==> src/rtl/alu_simd_pkg.sv <==
// Shared op encodings and mode constants for the SIMD accumulating ALU.
package alu_simd_pkg;

    typedef enum logic [1:0] {
        OP_ADD = 2'b00,
        OP_SUB = 2'b01,
        OP_XOR = 2'b10,
        OP_AND = 2'b11
    } op_e;

    localparam logic MODE_CHAINED = 1'b0;
    localparam logic MODE_SIMD    = 1'b1;

endpackage

==> src/rtl/alu_simd_lane.sv <==
// One combinational ALU lane. The carry/borrow is two bits wide because three
// operands plus an incoming carry can overflow a lane by up to two.
module alu_simd_lane
    import alu_simd_pkg::*;
#(
    parameter int LANE_W = 18
) (
    input  logic [LANE_W-1:0] x_i,
    input  logic [LANE_W-1:0] y_i,
    input  logic [LANE_W-1:0] z_i,
    input  logic [1:0]        op_i,
    input  logic [1:0]        cin_i,
    output logic [LANE_W-1:0] s_o,
    output logic [1:0]        cout_o
);
    localparam int EW = LANE_W + 2;

    logic [EW-1:0] xe, ye, ze, ce_ext, ext;

    always_comb begin
        xe     = {2'b00, x_i};
        ye     = {2'b00, y_i};
        ze     = {2'b00, z_i};
        ce_ext = {{LANE_W{1'b0}}, cin_i};
        ext    = '0;
        s_o    = '0;
        cout_o = '0;
        case (op_i)
            OP_ADD: begin
                ext    = ze + xe + ye + ce_ext;
                s_o    = ext[LANE_W-1:0];
                cout_o = ext[EW-1:LANE_W];
            end
            OP_SUB: begin
                // Top two bits hold floor(diff / 2^W) in two's complement; negate for borrow.
                ext    = ze - xe - ye - ce_ext;
                s_o    = ext[LANE_W-1:0];
                cout_o = ~ext[EW-1:LANE_W] + 2'd1;
            end
            OP_XOR: s_o = x_i ^ z_i;
            OP_AND: s_o = x_i & z_i;
            default: s_o = '0;
        endcase
    end

endmodule

==> src/rtl/alu_simd_pipe_acc.sv <==
// Two-stage SIMD/chained ALU with P accumulator feedback and clock enable.
// Pattern detect on P is built only when ALU_SIMD_PATTERN_DETECT_EN is defined.
module alu_simd_pipe_acc
    import alu_simd_pkg::*;
#(
    parameter int LANE_W = 18,
    parameter int LANES  = 3
) (
    input  logic                      clk,
    input  logic                      reset,
    input  logic                      ce,
    input  logic                      in_valid,
    input  logic [1:0]                op,
    input  logic                      use_simd,
    input  logic                      acc_en,
    input  logic                      p_clr,
    input  logic [LANE_W*LANES-1:0]   X,
    input  logic [LANE_W*LANES-1:0]   Y,
    input  logic [LANE_W*LANES-1:0]   Z,
    input  logic                      CIN,
    input  logic [LANE_W*LANES-1:0]   pattern,
    output logic [LANE_W*LANES-1:0]   P,
    output logic                      out_valid,
    output logic [LANES-1:0]          cout,
    output logic                      pat_det
);
    localparam int N = LANE_W * LANES;

    logic [N-1:0]           x_q, y_q, z_q;
    logic [1:0]             op_q;
    logic                   cin_q, simd_q, acc_q, v1_q;
    logic [N-1:0]           p_q;
    logic [LANES-1:0]       cout_q;
    logic                   v2_q;
    logic [N-1:0]           z_eff, res_d;
    logic [LANES-1:0]       cout_d;
    logic [LANES-1:0][1:0]  lane_cin, lane_co;

    always_ff @(posedge clk or posedge reset) begin
        if (reset) begin
            x_q    <= '0;
            y_q    <= '0;
            z_q    <= '0;
            op_q   <= 2'b00;
            cin_q  <= 1'b0;
            simd_q <= 1'b0;
            acc_q  <= 1'b0;
            v1_q   <= 1'b0;
        end else if (ce) begin
            x_q    <= X;
            y_q    <= Y;
            z_q    <= Z;
            op_q   <= op;
            cin_q  <= CIN;
            simd_q <= use_simd;
            acc_q  <= acc_en;
            v1_q   <= in_valid;
        end
    end

    // Feedback reads P before this edge's update; p_clr zeroes it for a fresh accumulation.
    assign z_eff = acc_q ? (p_clr ? '0 : p_q) : z_q;

    for (genvar i = 0; i < LANES; i++) begin : g_lane
        if (i == 0) begin : g_first
            assign lane_cin[i] = {1'b0, cin_q};
        end else begin : g_rest
            assign lane_cin[i] = (simd_q == MODE_SIMD) ? {1'b0, cin_q} : lane_co[i-1];
        end

        if (i == LANES - 1) begin : g_top_cout
            assign cout_d[i] = |lane_co[i];
        end else begin : g_mid_cout
            assign cout_d[i] = (simd_q == MODE_SIMD) && (|lane_co[i]);
        end

        alu_simd_lane #(.LANE_W(LANE_W)) u_lane (
            .x_i    (x_q[i*LANE_W +: LANE_W]),
            .y_i    (y_q[i*LANE_W +: LANE_W]),
            .z_i    (z_eff[i*LANE_W +: LANE_W]),
            .op_i   (op_q),
            .cin_i  (lane_cin[i]),
            .s_o    (res_d[i*LANE_W +: LANE_W]),
            .cout_o (lane_co[i])
        );
    end

    always_ff @(posedge clk or posedge reset) begin
        if (reset) begin
            p_q    <= '0;
            cout_q <= '0;
            v2_q   <= 1'b0;
        end else if (ce) begin
            v2_q <= v1_q;
            if (v1_q) begin
                p_q    <= res_d;
                cout_q <= cout_d;
            end else if (p_clr) begin
                p_q    <= '0;
                cout_q <= '0;
            end
        end
    end

`ifdef ALU_SIMD_PATTERN_DETECT_EN
    logic pat_q;
    always_ff @(posedge clk or posedge reset) begin
        if (reset) begin
            pat_q <= 1'b0;
        end else if (ce && v1_q) begin
            pat_q <= (res_d == pattern);
        end
    end
    assign pat_det = pat_q;
`else
    logic unused_pattern;
    assign unused_pattern = ^pattern;
    assign pat_det        = 1'b0;
`endif

    assign P         = p_q;
    assign cout      = cout_q;
    assign out_valid = v2_q;

endmodule
==> config.mk <==
export PLATFORM = sky130hd
export DESIGN_NAME = alu_simd_pipe_acc
export DESIGN_NICKNAME = d
export VERILOG_FILES = /design/src/rtl/alu_simd_pkg.sv /design/src/rtl/alu_simd_lane.sv /design/src/rtl/alu_simd_pipe_acc.sv
export SDC_FILE = /design/constraint.sdc
export NUM_CORES = 1
export LEC_CHECK = 0
export CORE_UTILIZATION = 35
export DETAILED_ROUTE_END_ITERATION = 6
export SYNTH_ARGS = -nofsm -noshare
export SYNTH_HDL_FRONTEND = slang
export SYNTH_SLANG_ARGS = --single-unit
==> constraint.sdc <==
create_clock -name clk -period 14.55 [get_ports clk]
set_input_delay 2.91 -clock clk [delete_from_list [all_inputs] [get_ports clk]]
set_output_delay 2.91 -clock clk [all_outputs]
set_load 0.02 [all_outputs]
* Word level (Yosys, flattened, before mapping)
Cells that the tools add are included.
** Cells by class
- $add $sub $neg :: 21
- Equal/unequal tests :: 3
- Multiplexer cells :: 13
- Bitwise operators :: 9
- Reduce and logical (&&, ||, !) cells :: 8
** Operators with widths (number)
- one-hot mux 18 bit (4 select lines) :: 3
- 2-to-1 mux 54 bit :: 3
- adder 20 x 18 -> 20 bit :: 3
- subtractor 20 x 18 -> 20 bit :: 3
- adder 18 x 18 -> 19 bit :: 3
- subtractor 18 x 18 -> 19 bit :: 3
- bitwise AND 18 bit :: 3
- bitwise XOR 18 bit :: 3
- adder 20 x 2 -> 20 bit :: 2
- subtractor 20 x 2 -> 20 bit :: 2
- adder 20 x 1 -> 20 bit :: 1
- subtractor 20 x 1 -> 20 bit :: 1
- one-hot mux 2 bit (2 select lines) :: 3
- adder 2 x 1 -> 2 bit, second input constant :: 3
- 2-to-1 mux 3 bit :: 2
- NOT 2 bit :: 3
- OR reduction 2 bit :: 3
- == test 2 bit, second input constant :: 2
- 2-to-1 mux 2 bit :: 2
- == test 2 x 1 -> 1 bit, second input constant :: 1
- logical AND 1 bit :: 2
- logical NOT 2 bit :: 1
- AND reduction 2 bit :: 1
- nonzero test 2 bit :: 1
** Word-level totals
- Bits in registers :: 226
- Output and inout port bits :: 59

* Longest topological paths before layout
- Word-level depth :: 20
- Mapped depth :: 55
- Gate-level depth less buffers :: 53

* Modules after synthesis
A second synthesis with hierarchy kept.
** Unflattened totals
- Cells, all modules :: 2304
- Area, all modules :: 21989.8 µm²
** Modules (own cells, without submodules)
- alu_simd_pipe_acc :: instances 1, cells each 736, area an instance 9250.1 µm²
- alu_simd_lane at g_lane[2].u_lane :: instances 1, cells each 519, area an instance 4300.4 µm²
- alu_simd_lane at g_lane[0].u_lane :: instances 1, cells each 531, area an instance 4245.3 µm²
- alu_simd_lane at g_lane[1].u_lane :: instances 1, cells each 518, area an instance 4194.0 µm²

* Least setup slack after synthesis
No wires, ideal clock.
- Path kind :: input to register
- From :: input port p_clr
- To :: register cout_q[2], in the netlist cout[2]
- Library setup time :: 0.122 ns
- Arrival :: 13.128 ns
- Required time :: 14.428 ns
- Slack :: 1.300 ns
- Stages on the path :: 51
- Buffers on the path :: 3
- Cells stage by stage :: clkbuf_1 > clkbuf_1 > nand3b_1 > o21ai_0 > ha_1 > buf_6 > o21a_1 > o21ai_0 > a21oi_1 > o211ai_1 > a21oi_1 > o31ai_1 > a21oi_1 > xnor2_1 > ha_1 > inv_1 > ha_1 > a21boi_0 > [15 not listed] > a31oi_1 > a211oi_1 > xor2_1 > xor2_1 > a221o_1 > fa_1 > inv_1 > ha_1 > fa_1 > a21o_1 > a21oi_1 > o21ai_0 > a21bo_2 > a221oi_1 > o21ai_0 > o41ai_1 > nand2_1 > a32o_1
** Between the ends
- Cells in the longest elaborated chain, start to end :: 20
- Elaborated cells between the ends (all ways) :: 35
- Classes of those cells :: add/sub (21); mux (8); bitwise (3); reduce/logical (3)
** Ends and longest elaborated chain
- start, declared :: line alu_simd_pipe_acc.sv:16 : input logic p_clr,
- 2-to-1 mux 54 bit
- 2-to-1 mux 54 bit :: line alu_simd_pipe_acc.sv:62 : assign z_eff = acc_q ? (p_clr ? '0 : p_q) : z_q;
- subtractor 18 x 18 -> 19 bit :: line alu_simd_lane.sv:36 : ext = ze - xe - ye - ce_ext;
- subtractor 20 x 18 -> 20 bit :: line alu_simd_lane.sv:36
- subtractor 20 x 1 -> 20 bit :: line alu_simd_lane.sv:36
- NOT 2 bit :: line alu_simd_lane.sv:38 : cout_o = ~ext[EW-1:LANE_W] + 2'd1;
- adder 2 x 1 -> 2 bit :: line alu_simd_lane.sv:38
- one-hot mux 2 bit (2 select lines) :: line alu_simd_lane.sv:28 : case (op_i)
- [4 not listed]
- one-hot mux 2 bit (2 select lines) :: line alu_simd_lane.sv:28
- 2-to-1 mux 2 bit :: line alu_simd_pipe_acc.sv:68 : assign lane_cin[i] = (simd_q == MODE_SIMD) ? {1'b0, cin_q} : lane_co[i-1];
- subtractor 20 x 2 -> 20 bit :: line alu_simd_lane.sv:36
- NOT 2 bit :: line alu_simd_lane.sv:38
- adder 2 x 1 -> 2 bit :: line alu_simd_lane.sv:38
- one-hot mux 2 bit (2 select lines) :: line alu_simd_lane.sv:28
- OR reduction 2 bit :: line alu_simd_pipe_acc.sv:72 : assign cout_d[i] = |lane_co[i];
- 2-to-1 mux 3 bit :: line alu_simd_pipe_acc.sv:95 : if (v1_q) begin
- end signal, assigned :: line alu_simd_pipe_acc.sv:97 : cout_q <= cout_d;
- end, declared :: line alu_simd_pipe_acc.sv:33 : logic [LANES-1:0] cout_q;
Parallel ways exist; a longest one is shown, timed or not.
A chain may end at the register's enable or synchronous reset.

* Worst setup path in the final report
- From :: input port p_clr
- To :: register p_q[49], in the netlist P[49]
** Between the ends
- Cells in the longest elaborated chain, start to end :: 17
- Elaborated cells between the ends (all ways) :: 32
- Classes of those cells :: add/sub (20); mux (8); bitwise (4)
** Ends and longest elaborated chain
- 2-to-1 mux 54 bit (*)
- 2-to-1 mux 54 bit :: line alu_simd_pipe_acc.sv:62
- subtractor 18 x 18 -> 19 bit :: line alu_simd_lane.sv:36
- subtractor 20 x 18 -> 20 bit :: line alu_simd_lane.sv:36
- subtractor 20 x 1 -> 20 bit :: line alu_simd_lane.sv:36
- NOT 2 bit :: line alu_simd_lane.sv:38
- adder 2 x 1 -> 2 bit :: line alu_simd_lane.sv:38
- one-hot mux 2 bit (2 select lines) :: line alu_simd_lane.sv:28
- 2-to-1 mux 2 bit :: line alu_simd_pipe_acc.sv:68
- subtractor 20 x 2 -> 20 bit :: line alu_simd_lane.sv:36
- NOT 2 bit :: line alu_simd_lane.sv:38
- adder 2 x 1 -> 2 bit :: line alu_simd_lane.sv:38
- one-hot mux 2 bit (2 select lines) :: line alu_simd_lane.sv:28
- 2-to-1 mux 2 bit :: line alu_simd_pipe_acc.sv:68
- subtractor 20 x 2 -> 20 bit / adder 20 x 2 -> 20 bit (equally long branches) :: line alu_simd_lane.sv:36, alu_simd_lane.sv:30
- one-hot mux 18 bit (4 select lines) :: line alu_simd_lane.sv:28
- 2-to-1 mux 54 bit (*) :: line alu_simd_pipe_acc.sv:95
- end signal, assigned :: line alu_simd_pipe_acc.sv:96 : p_q <= res_d;
- end, declared :: line alu_simd_pipe_acc.sv:32 : logic [N-1:0] p_q;
Every way passes the cells marked *; elsewhere a longest branch is shown, timed or not.

==> results.json <==
{
  "p_per_area_nw_per_um2": 195,
  "fin_crit_ps": 13790,
  "met2_usage_pct": 34.6,
  "die_w_um": 251,
  "drcViolationCount": 0,
  "worstPathMaxFanout": 5,
  "synth_top_cell_area_share_pct": 26.2,
  "ant_nets": 0,
  "yosysTopAreaCell": "dfrtp_1",
  "cts_tree": "built",
  "start_util_pct": 35.6,
  "finish.instance_area_um2": 25700,
  "grt_max_degree": 119,
  "path_class": "in -> reg",
  "cts_sinks": 226,
  "cap_violations": 0,
  "drt_iter0_markers": 1091,
  "synthCells": 2539,
  "regToRegSetupSlack_ps": 2580,
  "io-pin-count": 285,
  "grt_usage_pct": 20.5,
  "core_um2": 60700,
  "numCtsBuffers": 30,
  "die_height_um": 251,
  "whs_ps": 498,
  "grtUsageMet1_pct": 27.0,
  "synth_most_common_cell": "inv_1",
  "ys_types": 85,
  "hold_path_depth": 2,
  "cp_common_cell": "o21ai_0",
  "hold_violations": 0,
  "crit_path_end_kind": "register",
  "reg2reg_depth": 53,
  "dpl.hpwl_mm": 49.8,
  "yosys_warnings": 0,
  "skew_ps": 32.3,
  "grt_pass1_vias": 18923,
  "dp.cells": 3468,
  "seq_area_frac_synth_pct": 26.2,
  "arrival_ps": 14310,
  "required_ps": 15070,
  "hp-class": "reg -> reg",
  "cp_num_cells": 54,
  "crit_family": "compound AO/OA/AOI/OAI gates",
  "first_pass_iters": 6,
  "nets": 3264,
  "async_reset_ff_share_pct": 100,
  "slew_viol_final": 0,
  "post_drt_wl_per_cell_um": 18.5,
  "vias": 18818,
  "dpl-instance-area_um2": 24700,
  "fin_util_pct": 42.4,
  "routabilityCongestion": 0.921,
  "use_met3_pct": 3.00,
  "p_leak_nw": 11.7,
  "ir_drop_v": 0.000113,
  "finalNonFillerCells": 3521,
  "synth_common_cells": "310 x inv_1, 299 x ha_1, 279 x o21ai_0",
  "ys_ff_latch": 226,
  "clockBufferDepth": 3,
  "tightestPinTransition_ps": 1060,
  "setup_tns_ps": 0,
  "period_share_pct": 94.8,
  "cp-start-kind": "input pin",
  "grt.busiest_layer": "met2",
  "slew_headroom_pct": 28.6,
  "grt_setup_unrepaired": "false",
  "synthFlopType": "dfrtp_1",
  "slowest_delay_ps": 530,
  "port_buffers": 229,
  "h-tree-depth": 1,
  "cts_root_buf": "clkbuf_16",
  "die-area_um2": 62800,
  "synth_area_leaders": "dfrtp_1 26%, ha_1 17%, o21ai_0 6.5%",
  "clkLatencyLatePin_ps": 610,
  "cp_slowest_cell": "fa_1",
  "area_growth_pct": 19.1,
  "drive_gt1_share_pct": 7.63,
  "path_clk_slew_ps": 60,
  "diodes": 0,
  "maxClockFrequency_mhz": 72.5,
  "grt_overflow": 0,
  "grt_pass1_wl_mm": 102,
  "postSynthAreaPerCell_um2": 8.52,
  "synth_edf_count": 0,
  "netlist_area_um2": 21600,
  "path_buf_inv": 7,
  "finalSetupViolations": 0,
  "antenna_found_initial": 3,
  "wirelength_mm": 65.1,
  "viasPerCell": 5.34,
  "row_count": 90,
  "outcome": "completed",
  "synth_nets": 3084
}
[path summary, 6_finish.rpt]
path / end / from
min: cout[0]$_DFFE_PP0P_ / cout[0]$_DFFE_PP0P_
min in group asynchronous: x_q[33]$_DFFE_PP0P_ / reset
max in group asynchronous: simd_q$_DFFE_PP0P_ / reset
max: P[49]$_DFFE_PP0P_ / p_clr
min reg2reg: cout[0]$_DFFE_PP0P_ / cout[0]$_DFFE_PP0P_
max reg2reg: P[49]$_DFFE_PP0P_ / acc_q$_DFFE_PP0P_
[where the power goes]
group / total [W] / switching (W) / leakage [nW] / internal [W]
logic: 0.00341 / 0.00187 / 8.51 / 0.00154
clock network: 0.000755 / 0.000303 / 0.479 / 0.000451
registers: 0.000847 / 0.000108 / 2.76 / 0.000739
total: 0.00501 / 0.00228 / 11.7 / 0.00273
[what timing repair did]
action | 4_1_cts | 5_1_grt
endpoints found under the setup margin | 0 | 4
hold buffers | 0 | 0
resized for setup | 0 | 8
buffers inserted | 0 | 1
[kinds of logic (layout without fill, tap and decap cells)]
group	Yosys count	after routing	synth area share (%)
compound gates	688	688	20.0
simple gates	622	622	14.0
buf+inv	424	624	7.48
fa+ha+maj	319	319	19.2
flops	226	226	26.2
xor+xnor	170	170	6.89
mux	89	89	6.34
other cells	1	1	0.0173
[worst min-delay path, delay by kind of cell, from the launching register on]
kind | cells | cell delay (ps)
flip-flops | 1 | 340
AO/OA/AOI/OAI | 2 | 120
[area by class of cell]
cell class,count,area [µm²]
inverter,311,1170
tap,782,978
sequential,226,5660
clock buffer,41,873
timing repair buffer,261,2530
fill,6026,34900
clock inverter,11,126
multi-input combinational,1889,14400
[cell usage in the layout, fill, tap and decap left out, types with 7 or more instances in the layout]
master / instances
clkbuf_16: 31
o21ai_0: 277
o211ai_1: 28
mux4_2: 33
xnor2_1: 98
o31ai_1: 11
nor2b_1: 22
nand4_1: 8
ha_1: 299
a21oi_1: 148
nor2_1: 135
nand2b_1: 27
xor2_1: 71
and3_1: 16
nor3_1: 42
nand3_1: 32
buf_4: 32
o2111ai_1: 7
o41ai_1: 8
a21o_1: 37
clkdlybuf4s50_1: 227
o21a_1: 21
mux2_2: 54
a31oi_1: 13
or2_2: 7
a211oi_1: 9
or3_1: 21
a22o_1: 18
nand3b_1: 57
inv_1: 308
and2_1: 8
dfrtp_1: 223
nand2_1: 227
a32o_1: 10
fa_1: 20
o21bai_1: 19
[layer usage]
layer  vias to the layer above  share of wire, %
li1                       9197                 -
met1                      9035                45
met2                       472                47
met3                       108               5.0
met4                         6               3.0
met5                         -             0.061
[metrics by stage]
| stage | worst slack [ps] | total power [W] |
|---|---|---|
| final | 755 | 0.00501 |
| after global routing | 8.70 | 0.00546 |
| after CTS | 628 | 0.00502 |
| after detailed placement | 24.5 | 0.00423 |
| after global placement | 108 | 0.00416 |
| after floorplan | 1300 | 0.00330 |
[flip-flops by register name (all words and copies together) (netlist names)]
name and count:
P 54, acc_q 1, cin_q 1, cout 3, op_q 2, out_valid 1, simd_q 1, v1_q 1
x_q 54, y_q 54, z_q 54
Note: power is estimated with default switching activity, not from simulation.
==> patch 1: new RTL, config.mk and constraints unchanged <==
`LANE_W` is set to 18 in 2 places; all go to 22.
--- a/src/rtl/alu_simd_lane.sv
+++ b/src/rtl/alu_simd_lane.sv
@@ -5,3 +5,3 @@
 #(
-    parameter int LANE_W = 18
+    parameter int LANE_W = 22
 ) (
--- a/src/rtl/alu_simd_pipe_acc.sv
+++ b/src/rtl/alu_simd_pipe_acc.sv
@@ -5,3 +5,3 @@
 #(
-    parameter int LANE_W = 18,
+    parameter int LANE_W = 22,
     parameter int LANES  = 3
Ports: changed (5 resized); port bits go from 285 to 345. The function was not compared with the original's and may differ.
==> patch 1 against the original RTL <==
Setup slack got worse by 0.17 ns. Highest routed layer unchanged. Total power grew 32%. Largest cell class unchanged. Non-clock buffer count up 155. Worst hold slack improved by 0.018 ns. Final area rose by 27%. Global-route usage increased by 0.86 points. Area after synthesis increased by 24%. Sequential cell count increased by 48. Wire length grew 28%.
==> patch 1: results (changes against the original RTL) <==
first-pass GRT wire length 131000 um (+28%); cts bufs inserted 36 (+20%); crit path DAT 14.45 ns (+0.14 ns); Final #Nets 4172 (+28%); Final Cycle Share 0.960 (+0.0114); maximum vdd drop 0.0000927 V (-18%); met1 usage 0.292 (+0.0220); clk_skew 0.0229 ns (-0.00941 ns); fin cells 4516 (+28%); Seq/Total Area, Yosys 0.256 (-0.00553); Pleak 15.0 nW (+27%); dpl hpwl 63900 um (+28%); Placer Congestion 0.906 (-1.6%); maximum fanout along the worst path 5 (unchanged); Port Buf Inserts 277 (+21%); final instance area 32700 um^2 (+27%); Slew @ Worst Pin 0.935 ns (-0.122 ns); Post-Synth XOR/XNOR Area 0.0690 (+0.000144); vias in the first global route 23400 (+24%); Vias/cell 5.27 (-1.3%); syn_area_per_cell 8.39 um^2 (-1.5%); mux contribution to synthesized area 0.0645 (+0.00110); pre-CTS WS -0.389 ns (-0.413 ns); met3 GRT Util 0.0372 (+0.00712); WL met1 39100 um (+33%); number of DRC markers in iteration 0 1388 (+27%); Syn Nets 3855 (+25%); largest net degree at the start of global routing 116 (-2.5%); fillers 7627 (+27%); dpl cells 4446 (+28%); Max H-tree Level 2 (+1); met2 Track Usage GR 0.347 (+0.00135); met2 WL post-DR 37700 um (+24%); Synth Area in Compound Gates 0.214 (+0.0133); status completed; Routed met3 length 4870 um (+49%); Netlist cell types 80 (-5.9%); main area contributors after synthesis dfrtp_1 26%, ha_1 17%, o21ai_0 6.3%; Adder-Cell Fraction of Synth Area 0.187 (-0.00466); initial antenna violation count 4 (+1); Total GRT Usage 0.213 (+0.00862); top cells by count, synth 386 x inv_1, 368 x ha_1, 338 x o21ai_0
[patch 1: changes by cell type after synthesis, moves of 18 or more]
cell	unedited run	this run
nand2_1	227	297
inv_1	310	386
o21ai_0	279	338
a21o_1	37	61
xnor2_1	99	131
o21ai_1	3	31
clkbuf_1	93	111
a21oi_1	150	185
ha_1	299	368
o21bai_1	19	38
dfrtp_1	226	274
nor2_1	135	161
[patch 1: final cells by class]
cell class	instances	area share
Antenna cell	1	0.0000765
Clock buffer	47	0.0310
Clock inverter	18	0.00612
Inverter	388	0.0447
Multi-Input combinational cell	2394	0.554
Sequential cell	274	0.210
Tap cell	978	0.0374
Timing Repair Buffer	416	0.117
[patch 1: power breakdown]
part	leakage [nW]	switching (mW)	total [mW]	internal, mW
clock	0.583	0.383	0.932	0.549
combinational	11.0	2.46	4.65	2.19
sequential	3.35	0.143	1.04	0.896
[patch 1: path summary, 6_finish.rpt]
kind	slack, ns	endpoint	cells past startpoint	start
min	0.52	P[17]	2	P[17]
min reg2reg	0.52	P[17]	2	P[17]
min in group asynchronous	2.84	y_q[3]	2	reset
max	0.59	P[63]	58	p_clr
max in group asynchronous	9.60	x_q[34]	4	reset
max reg2reg	2.36	P[63]	55	acc_q
[patch 1: kinds of logic (layout without fill, tap and decap cells)]
group                      Yosys count  in the layout
adders and majority gates          388            388
other                                1              2
DFF                                274            274
AOI/OAI and AO/OA                  916            916
buffers and inverters              525            869
xor gates and xnor gates           211            211
muxes                              113            113
and+or+nand+nor                    765            765
[patch 1: worst min-delay path, delay by kind of cell (launching register included)]
family	cells	cell delay (ns)
AO/OA/AOI/OAI	1	0.06
AND/OR/NAND/NOR	1	0.05
flip-flops	1	0.36
==> patch 2: new RTL, config.mk and constraints unchanged <==
Made on the original files. Remove the case item `OP_SUB` of the case on `op_i`.
--- a/src/rtl/alu_simd_lane.sv
+++ b/src/rtl/alu_simd_lane.sv
@@ -33,8 +33,2 @@
             end
-            OP_SUB: begin
-                // Top two bits hold floor(diff / 2^W) in two's complement; negate for borrow.
-                ext    = ze - xe - ye - ce_ext;
-                s_o    = ext[LANE_W-1:0];
-                cout_o = ~ext[EW-1:LANE_W] + 2'd1;
-            end
             OP_XOR: s_o = x_i ^ z_i;
Behaviour: not the same (a bounded check fails within 4 cycles, from zero or initial values and one cycle with reset high).
==> patch 2 against the original RTL <==
The run now ends with design-rule violations left. Worst hold slack better by 0.015 ns. Final cell count down 33%. Setup slack better by 1.0 ns. Combinational power is 57% lower. Global-route usage shrank 0.22 points. Sequential cell count stayed put. Wire length down 32%. Area after synthesis is 30% lower. Total power decreased by 39%. Final area down 27%. Non-clock buffer count shrank 15. Critical path type unchanged.
==> patch 2: results (changes against the original RTL) <==
status finished with violations; failing checks design-rule violations; cts bufs inserted 29 (-3.3%); flop-to-flop setup slack 4.07 ns (+1.49 ns); Adder-Cell Fraction of Synth Area 0.133 (-0.0588); clk_lat worst skew 0.57 ns (-0.04 ns); top cells by count, synth 226 x dfrtp_1, 199 x o21ai_0, 163 x nand2_1; Post-Synth XOR/XNOR Area 0.0460 (-0.0229); DRC 2 (+2); Syn Nets 1988 (-36%); pre-CTS WS 1.30 ns (+1.28 ns); WL/cell 18.6 um (+0.51%); maximum vdd drop 0.0000734 V (-35%); Seq pwr share 0.261 (+0.092); slowest stage delay, CP 0.55 ns (+0.02 ns); dpl hpwl 31500 um (-37%); met3 GRT Util 0.0356 (+0.00558); number of DRC markers in iteration 0 806 (-26%); Placer Congestion 0.870 (-5.5%); Netlist cell types 73 (-14%); Pleak 8.42 nW (-28%); Routed WL 44100 um (-32%); Vias/cell 5.34 (-0.17%); layout cells sized above 1 0.103 (+0.0267); maximum fanout along the worst path 16 (+11); met2 Track Usage GR 0.331 (-0.0153); fin worst setup slack 1.78 ns (+1.03 ns); Synth Area in Compound Gates 0.208 (+0.00769); mux contribution to synthesized area 0.0872 (+0.0238); hold_ws 0.512 ns (+0.0148 ns); Final #Nets 2191 (-33%)
[patch 2: final cells by class]
type,instances,area [um^2],share of cell area
multi-input combinational,1201,8720,0.461
sequential,226,5660,0.299
timing repair buffer,246,2420,0.128
clock buffer,41,831,0.0439
tap,539,674,0.0356
inverter,108,413,0.0218
clock inverter,12,194,0.0102
antenna,1,2.50,0.000132
[patch 2: path summary, 6_finish.rpt]
check	from	to	cells past startpoint
setup / recovery	p_clr	cout[2]	46
hold / removal	x_q[53]	x_q[53]	1
setup reg to reg	acc_q	cout[2]	43
hold reg to reg	x_q[53]	x_q[53]	1
max in group asynchronous	reset	op_q[1]	3
min in group asynchronous	reset	z_q[43]	2
[patch 2: layer usage]
metal | wire length (um) | part of all wire | vias up
met1 | 20400 | 0.46 | 6125
met3 | 2350 | 0.053 | 66
li1 | - | - | 6162
met2 | 20200 | 0.46 | 309
met5 | 23 | 0.00052 | -
met4 | 1180 | 0.027 | 4
